--- src/rtl/seq_divider_if.sv ---
// Handshake bundle for seq_divider: operand channel in, result channel out.
// The master modport is the requester side; the slave modport is the divider side.
interface seq_divider_if #(
  parameter int unsigned WIDTH = 32
);
  logic             in_valid;
  logic             in_ready;
  logic             signed_mode;
  logic [WIDTH-1:0] dividend;
  logic [WIDTH-1:0] divisor;
  logic             out_valid;
  logic             out_ready;
  logic [WIDTH-1:0] quotient;
  logic [WIDTH-1:0] remainder;
  logic             div_by_zero;
  logic             overflow;
  logic             busy;

  modport master (
    output in_valid, signed_mode, dividend, divisor, out_ready,
    input  in_ready, out_valid, quotient, remainder, div_by_zero, overflow, busy
  );

  modport slave (
    input  in_valid, signed_mode, dividend, divisor, out_ready,
    output in_ready, out_valid, quotient, remainder, div_by_zero, overflow, busy
  );
endinterface

--- src/rtl/seq_divider.sv ---
// Multi-cycle restoring divider, BPC quotient bits per RUN cycle, signed/unsigned.
// Zero divisor and signed MIN/-1 are answered straight from IDLE.
module seq_divider #(
  parameter int unsigned WIDTH = 32,
  parameter int unsigned BPC   = 2
) (
  input  logic          clk,
  input  logic          rst,
  seq_divider_if.slave  bus
);

  localparam int unsigned N    = WIDTH / BPC;
  localparam int unsigned CW   = (N > 1) ? $clog2(N) : 1;
  localparam logic [CW-1:0]    LAST = CW'(N - 1);
  localparam logic [WIDTH-1:0] MIN  = {1'b1, {(WIDTH-1){1'b0}}};

  typedef enum logic [1:0] {S_IDLE, S_RUN, S_FIX, S_DONE} state_t;

  state_t           state, state_nx;
  logic [CW-1:0]    cnt;
  logic [WIDTH:0]   rem, rem_nx;
  logic [WIDTH-1:0] quo, quo_nx, dvs;
  logic             neg_q, neg_r;
  logic [WIDTH-1:0] q_r, r_r;
  logic             dz_r, ov_r;

  logic             accept, zero_div, ovf;
  logic             a_neg, b_neg;
  logic [WIDTH-1:0] a_mag, b_mag, q_fix, r_fix;

  assign accept   = bus.in_valid && (state == S_IDLE);
  assign zero_div = (bus.divisor == '0);
  assign ovf      = bus.signed_mode && (bus.dividend == MIN) && (bus.divisor == '1);
  assign a_neg    = bus.signed_mode && bus.dividend[WIDTH-1];
  assign b_neg    = bus.signed_mode && bus.divisor[WIDTH-1];
  // Magnitudes read as unsigned WIDTH bits, so |MIN| = 2^(WIDTH-1) is exact.
  assign a_mag    = a_neg ? -bus.dividend : bus.dividend;
  assign b_mag    = b_neg ? -bus.divisor  : bus.divisor;

  assign q_fix    = neg_q ? -quo : quo;
  assign r_fix    = neg_r ? -rem[WIDTH-1:0] : rem[WIDTH-1:0];

  always_comb begin
    rem_nx = rem;
    quo_nx = quo;
    for (int unsigned i = 0; i < BPC; i++) begin
      rem_nx = {rem_nx[WIDTH-1:0], quo_nx[WIDTH-1]};
      quo_nx = {quo_nx[WIDTH-2:0], 1'b0};
      if (rem_nx >= {1'b0, dvs}) begin
        rem_nx    = rem_nx - {1'b0, dvs};
        quo_nx[0] = 1'b1;
      end
    end
  end

  always_comb begin
    state_nx = state;
    case (state)
      S_IDLE: if (accept) state_nx = (zero_div || ovf) ? S_DONE : S_RUN;
      S_RUN:  if (cnt == LAST) state_nx = S_FIX;
      S_FIX:  state_nx = S_DONE;
      S_DONE: if (bus.out_ready) state_nx = S_IDLE;
      default: state_nx = S_IDLE;
    endcase
  end

  always_ff @(posedge clk or posedge rst) begin
    if (rst) state <= S_IDLE;
    else     state <= state_nx;
  end

  always_ff @(posedge clk or posedge rst) begin
    if (rst) begin
      cnt   <= '0;
      rem   <= '0;
      quo   <= '0;
      dvs   <= '0;
      neg_q <= 1'b0;
      neg_r <= 1'b0;
      q_r   <= '0;
      r_r   <= '0;
      dz_r  <= 1'b0;
      ov_r  <= 1'b0;
    end else begin
      case (state)
        S_IDLE: begin
          if (accept) begin
            cnt   <= '0;
            rem   <= '0;
            quo   <= a_mag;
            dvs   <= b_mag;
            neg_q <= a_neg ^ b_neg;
            neg_r <= a_neg;
            if (zero_div) begin
              q_r  <= '1;
              r_r  <= bus.dividend;
              dz_r <= 1'b1;
              ov_r <= 1'b0;
            end else if (ovf) begin
              q_r  <= MIN;
              r_r  <= '0;
              dz_r <= 1'b0;
              ov_r <= 1'b1;
            end
          end
        end
        S_RUN: begin
          rem <= rem_nx;
          quo <= quo_nx;
          cnt <= (cnt == LAST) ? '0 : cnt + 1'b1;
        end
        S_FIX: begin
          q_r  <= q_fix;
          r_r  <= r_fix;
          dz_r <= 1'b0;
          ov_r <= 1'b0;
        end
        default: ;
      endcase
    end
  end

  assign bus.in_ready    = (state == S_IDLE);
  assign bus.out_valid   = (state == S_DONE);
  assign bus.busy        = (state != S_IDLE);
  assign bus.quotient    = q_r;
  assign bus.remainder   = r_r;
  assign bus.div_by_zero = dz_r;
  assign bus.overflow    = ov_r;

endmodule

--- src/flat_wrapper.sv ---
// flat-port wrapper written by rule: the top's interface ports become plain ports
module seq_divider_flat 
#(
  parameter int unsigned WIDTH = 32,
  parameter int unsigned BPC   = 2
)
  (clk, rst, bus_in_valid, bus_signed_mode, bus_dividend, bus_divisor, bus_out_ready, bus_in_ready, bus_out_valid, bus_quotient, bus_remainder, bus_div_by_zero, bus_overflow, bus_busy);
  seq_divider_if #(.WIDTH(WIDTH)) bus_i ();
  input  logic clk;
  input  logic rst;
  input wire logic [$bits(bus_i.in_valid)-1:0] bus_in_valid;
  input wire logic [$bits(bus_i.signed_mode)-1:0] bus_signed_mode;
  input wire logic [$bits(bus_i.dividend)-1:0] bus_dividend;
  input wire logic [$bits(bus_i.divisor)-1:0] bus_divisor;
  input wire logic [$bits(bus_i.out_ready)-1:0] bus_out_ready;
  output wire logic [$bits(bus_i.in_ready)-1:0] bus_in_ready;
  output wire logic [$bits(bus_i.out_valid)-1:0] bus_out_valid;
  output wire logic [$bits(bus_i.quotient)-1:0] bus_quotient;
  output wire logic [$bits(bus_i.remainder)-1:0] bus_remainder;
  output wire logic [$bits(bus_i.div_by_zero)-1:0] bus_div_by_zero;
  output wire logic [$bits(bus_i.overflow)-1:0] bus_overflow;
  output wire logic [$bits(bus_i.busy)-1:0] bus_busy;
  assign bus_i.in_valid = bus_in_valid;
  assign bus_i.signed_mode = bus_signed_mode;
  assign bus_i.dividend = bus_dividend;
  assign bus_i.divisor = bus_divisor;
  assign bus_i.out_ready = bus_out_ready;
  assign bus_in_ready = bus_i.in_ready;
  assign bus_out_valid = bus_i.out_valid;
  assign bus_quotient = bus_i.quotient;
  assign bus_remainder = bus_i.remainder;
  assign bus_div_by_zero = bus_i.div_by_zero;
  assign bus_overflow = bus_i.overflow;
  assign bus_busy = bus_i.busy;
  seq_divider #(.WIDTH(WIDTH), .BPC(BPC)) u_core (.clk(clk), .rst(rst), .bus(bus_i));
endmodule
--- config.mk ---
export PLATFORM = sky130hd
export DESIGN_NAME = seq_divider_flat
export DESIGN_NICKNAME = d
export VERILOG_FILES = /design/src/rtl/seq_divider_if.sv /design/src/rtl/seq_divider.sv /design/src/flat_wrapper.sv
export SDC_FILE = /design/constraint.sdc
export NUM_CORES = 1
export LEC_CHECK = 0
export CORE_AREA = 2 2 150 152
export CTS_BUF_LIST = sky130_fd_sc_hd__clkbuf_8 sky130_fd_sc_hd__clkbuf_16
export CTS_CLUSTER_SIZE = 20
export DETAILED_ROUTE_END_ITERATION = 10
export DIE_AREA = 0 0 152 154
export DONT_BUFFER_PORTS = 1
export GPL_TIMING_DRIVEN = 0
export PLACE_DENSITY = 0.88
export SKIP_CTS_REPAIR_TIMING = 1
export SYNTH_ARGS = -nofsm -noshare
export SYNTH_HDL_FRONTEND = slang
export SYNTH_SLANG_ARGS = --single-unit
--- constraint.sdc ---
create_clock -name clk -period 14.93 [get_ports clk]
set_input_delay 0 -clock clk [delete_from_list [all_inputs] [get_ports clk]]
set_output_delay 0 -clock clk [all_outputs]
set_load 0.05 [all_outputs]
==> reports/summary.txt <==
Status = finished, violations left
Failing checks = hold timing
Syn-to-layout area delta = 12.6%
Synth Area per Inst = 8.11 sq um
Worst-case clock skew = 0.0167 ns
Post-synthesis adder-cell area fraction = 6.97%
Die W = 152 um
Clk sinks = 170
YS warnings = 0
Critical Path Source Type = flop
Sequential-to-total area share from yosys stat = 30.7%
Fmax = 0.119 GHz
CTS root buffer = clkbuf_16
Initial cell density of the core = 63.9%
Largest stage delay, worst path = 0.75 ns
Setup CP Type = reg2reg
Top_reg_cell synth = dfrtp_1
Share of cells above drive strength 1 = 5.71%
Worst reg-to-reg setup slack = 6.52 ns
CTS tree = built
Port Buffers = 0
Initial antenna violation count = 1
Post-route ant nets = 0
Die H = 154 um
Class of the worst hold path = in2reg
Post-synthesis async set-or-reset flop share = 100%
WP depth = 25
RSZ-0062 raised after global routing = no
Syn Std Cell Area = 13900 sq um
Slew Viols, Final = 0
Slowest stage cell, crit path = a31oi_1
Wire length per cell = 23.2 um
Synth Register Bits = 170
Family with the most delay on the worst path = compound AO/OA/AOI/OAI gates
Synth top area cells = dfrtp_1 31%, nand2_1 7.7%, ha_1 6.7%
Num rows = 54
Worst R2R End = u_core.rem[13]
CP endpoint kind = flop
Max-slew headroom = 34.2%
Vias/cell = 6.75
Max Cap Viol = 0
Synth top area share = 30.7%
I/O Pins = 138
Setup crit start = u_core.rem[3]
Post-synthesis mux area share = 2.68%
Post-synth EDFFs = 0
Max Root-Sink Buffers = 2
Final setup violation count = 0
WP buf/inv = 3
Final wirelength = 48.9 mm
RePlAce Congestion = 0.989
Post-synth top area cell = dfrtp_1
Nets = 1952
Vias in the first global route = 13100
Initial detailed-routing violation count = 1465
Register area = 4250 sq um
Filler cells = 1592
Clock transition at the registers of the reported paths = 0.08 ns
Mapped Cells = 1710
Critical Path Sink = u_core.rem[13]
Final hold slack = -0.0870 ns
Tcrit/Tclk final = 56.3%
Crit path DAT = 8.73 ns
Most frequent cells in the layout = 286 x nand2_1, 178 x o21ai_0, 170 x dfrtp_1, 121 x a21oi_1, 94 x xor2_1
Crit-path max FO = 10
Setup TNS = 0 ns
GRT Resource Usage Total = 38.2%
Slew @ Worst Pin = 0.982 ns
Die area = 23400 sq um
Net Count, Synth = 1855
Synth Area in Simple Gates = 18.0%
Largest net degree at the start of global routing = 127
Main combinational cell family by area after synthesis = compound AO/OA/AOI/OAI gates
Post-synthesis compound-gate area fraction = 26.5%
First-pass GRT wire length = 70.9 mm
Multi-input gate area = 8970 sq um
Unique masters post-synth = 68
Final hold vios = 16
Minimum clock period = 8.41 ns
Core region area = 21700 sq um
Worst R2R Start = u_core.rem[3]
Most common cell after layout, fill and taps aside = nand2_1
Critical Path RT = 15.25 ns
Synth Area in XOR/XNOR = 10.6%
Vias = 14200
Htree depth = 4
Worst R2R Path Depth = 25
Total grt overflow = 0
Num CTS Buffers = 17
DRT Pass-1 Iters = 6
Worst-Skew Late Latency = 0.45 ns
DRC viols = 0
DP HPWL = 34.8 mm
synth_stat cells, drive strengths merged (5+ instances only):
| master | number |
|---|---|
| ha | 74 |
| o211ai | 36 |
| or4 | 13 |
| inv | 62 |
| xor2 | 94 |
| buf | 18 |
| a21o | 71 |
| o31ai | 36 |
| a22o | 13 |
| a21oi | 121 |
| nor4 | 13 |
| clkbuf | 72 |
| nand2 | 286 |
| or3 | 20 |
| a31oi | 9 |
| nand4 | 14 |
| or2 | 7 |
| nand3 | 31 |
| a32oi | 5 |
| o21a | 6 |
| a211oi | 34 |
| and2 | 7 |
| nor2b | 10 |
| nor2 | 90 |
| and3 | 12 |
| o41ai | 16 |
| o21ai | 181 |
| xnor2 | 73 |
| mux2i | 27 |
| nand2b | 17 |
| mux2 | 9 |
| dfrtp | 170 |
| nor3 | 20 |
cells by family (layout without fill, tap and decap cells):
| kind of cell | after synthesis | after routing |
|---|---|---|
| AO/OA/AOI/OAI | 559 | 559 |
| other | 0 | 3 |
| flip-flops | 170 | 170 |
| XOR/XNOR | 167 | 167 |
| multiplexers | 36 | 36 |
| adder cells (fa/ha/maj) | 76 | 76 |
| buffers and inverters | 152 | 262 |
| AND/OR/NAND/NOR | 550 | 550 |
routing by layer:
layer  part of all wire [%]  global-route usage, %
met5                      0                      0
met4                    9.1                   27.5
met3                     11                   8.51
met1                     36                   46.6
met2                     45                   60.0
worst register-to-register path, stage by stage (launching register included):
cell and delay (ns):
dfrtp_1 0.47, ha_1 0.38, a21o_1 0.22, a31oi_1 0.26, a21oi_1 0.12, nor2_1 0.36, a211o_1 0.27, a211oi_1 0.15
o31ai_1 0.43, clkbuf_1 0.67, clkbuf_1 0.56, nor2_1 0.11, a21oi_1 0.22, ha_1 0.32, o21a_1 0.13, o31a_1 0.14
o31ai_1 0.34, a21oi_1 0.23, o31a_1 0.37, a41oi_1 0.53, a21o_1 0.22, a31oi_1 0.12, a31oi_1 0.75, buf_2 0.49
mux2i_1 0.30, o21ai_0 0.11
worst min-delay path by stage:
| stage | endpoint | cells after the start | slack (ns) | startpoint |
|---|---|---|---|---|
| after CTS | u_core.dvs[11] | 1 | -0.60 | rst |
| final | u_core.quo[10] | 4 | -0.09 | bus_dividend[10] |
| after detailed placement | u_core.dvs[11] | 1 | -0.13 | rst |
| after floorplan | u_core.neg_q | 2 | 0.13 | bus_signed_mode |
| after global placement | u_core.neg_q | 2 | 0.14 | bus_signed_mode |
| after global routing | u_core.quo[29] | 4 | 0.002 | bus_dividend[29] |
through the flow:
step                      cells  util, %  setup slack (ns)  instance area, sq um  hold WS [ns]
after floorplan            1710        -              9.18                 13900         0.133
after global placement     1990     65.5              6.85                 14200         0.142
after detailed placement   1991     65.7              6.87                 14200        -0.128
after CTS                  2023     68.4              6.82                 14800        -0.597
after global routing       2102     72.0              6.30                 15600       0.00158
final                      2103     72.0              6.52                 15600       -0.0870
flip-flops by register name, summed over array words and instances (netlist names):
name	flops
u_core.bus.div_by_zero	1
u_core.bus.overflow	1
u_core.bus.quotient	32
u_core.bus.remainder	32
u_core.cnt	4
u_core.dvs	32
u_core.neg_q	1
u_core.neg_r	1
u_core.quo	32
u_core.rem	32
u_core.state	2
layout make-up:
class	instances	area share, %
Inverter	62	1.54
Timing Repair Buffer	78	5.11
Clock buffer	18	2.81
Tap cell	280	2.24
Clock inverter	14	0.946
Buffer	90	2.61
Multi-Input combinational cell	1388	57.4
Sequential cell	170	27.2
Antenna cell	3	0.0481
Power is left out: the tool's default activity adds up to more than one toggle a clock period on the data nets, which glitch-free logic cannot reach.
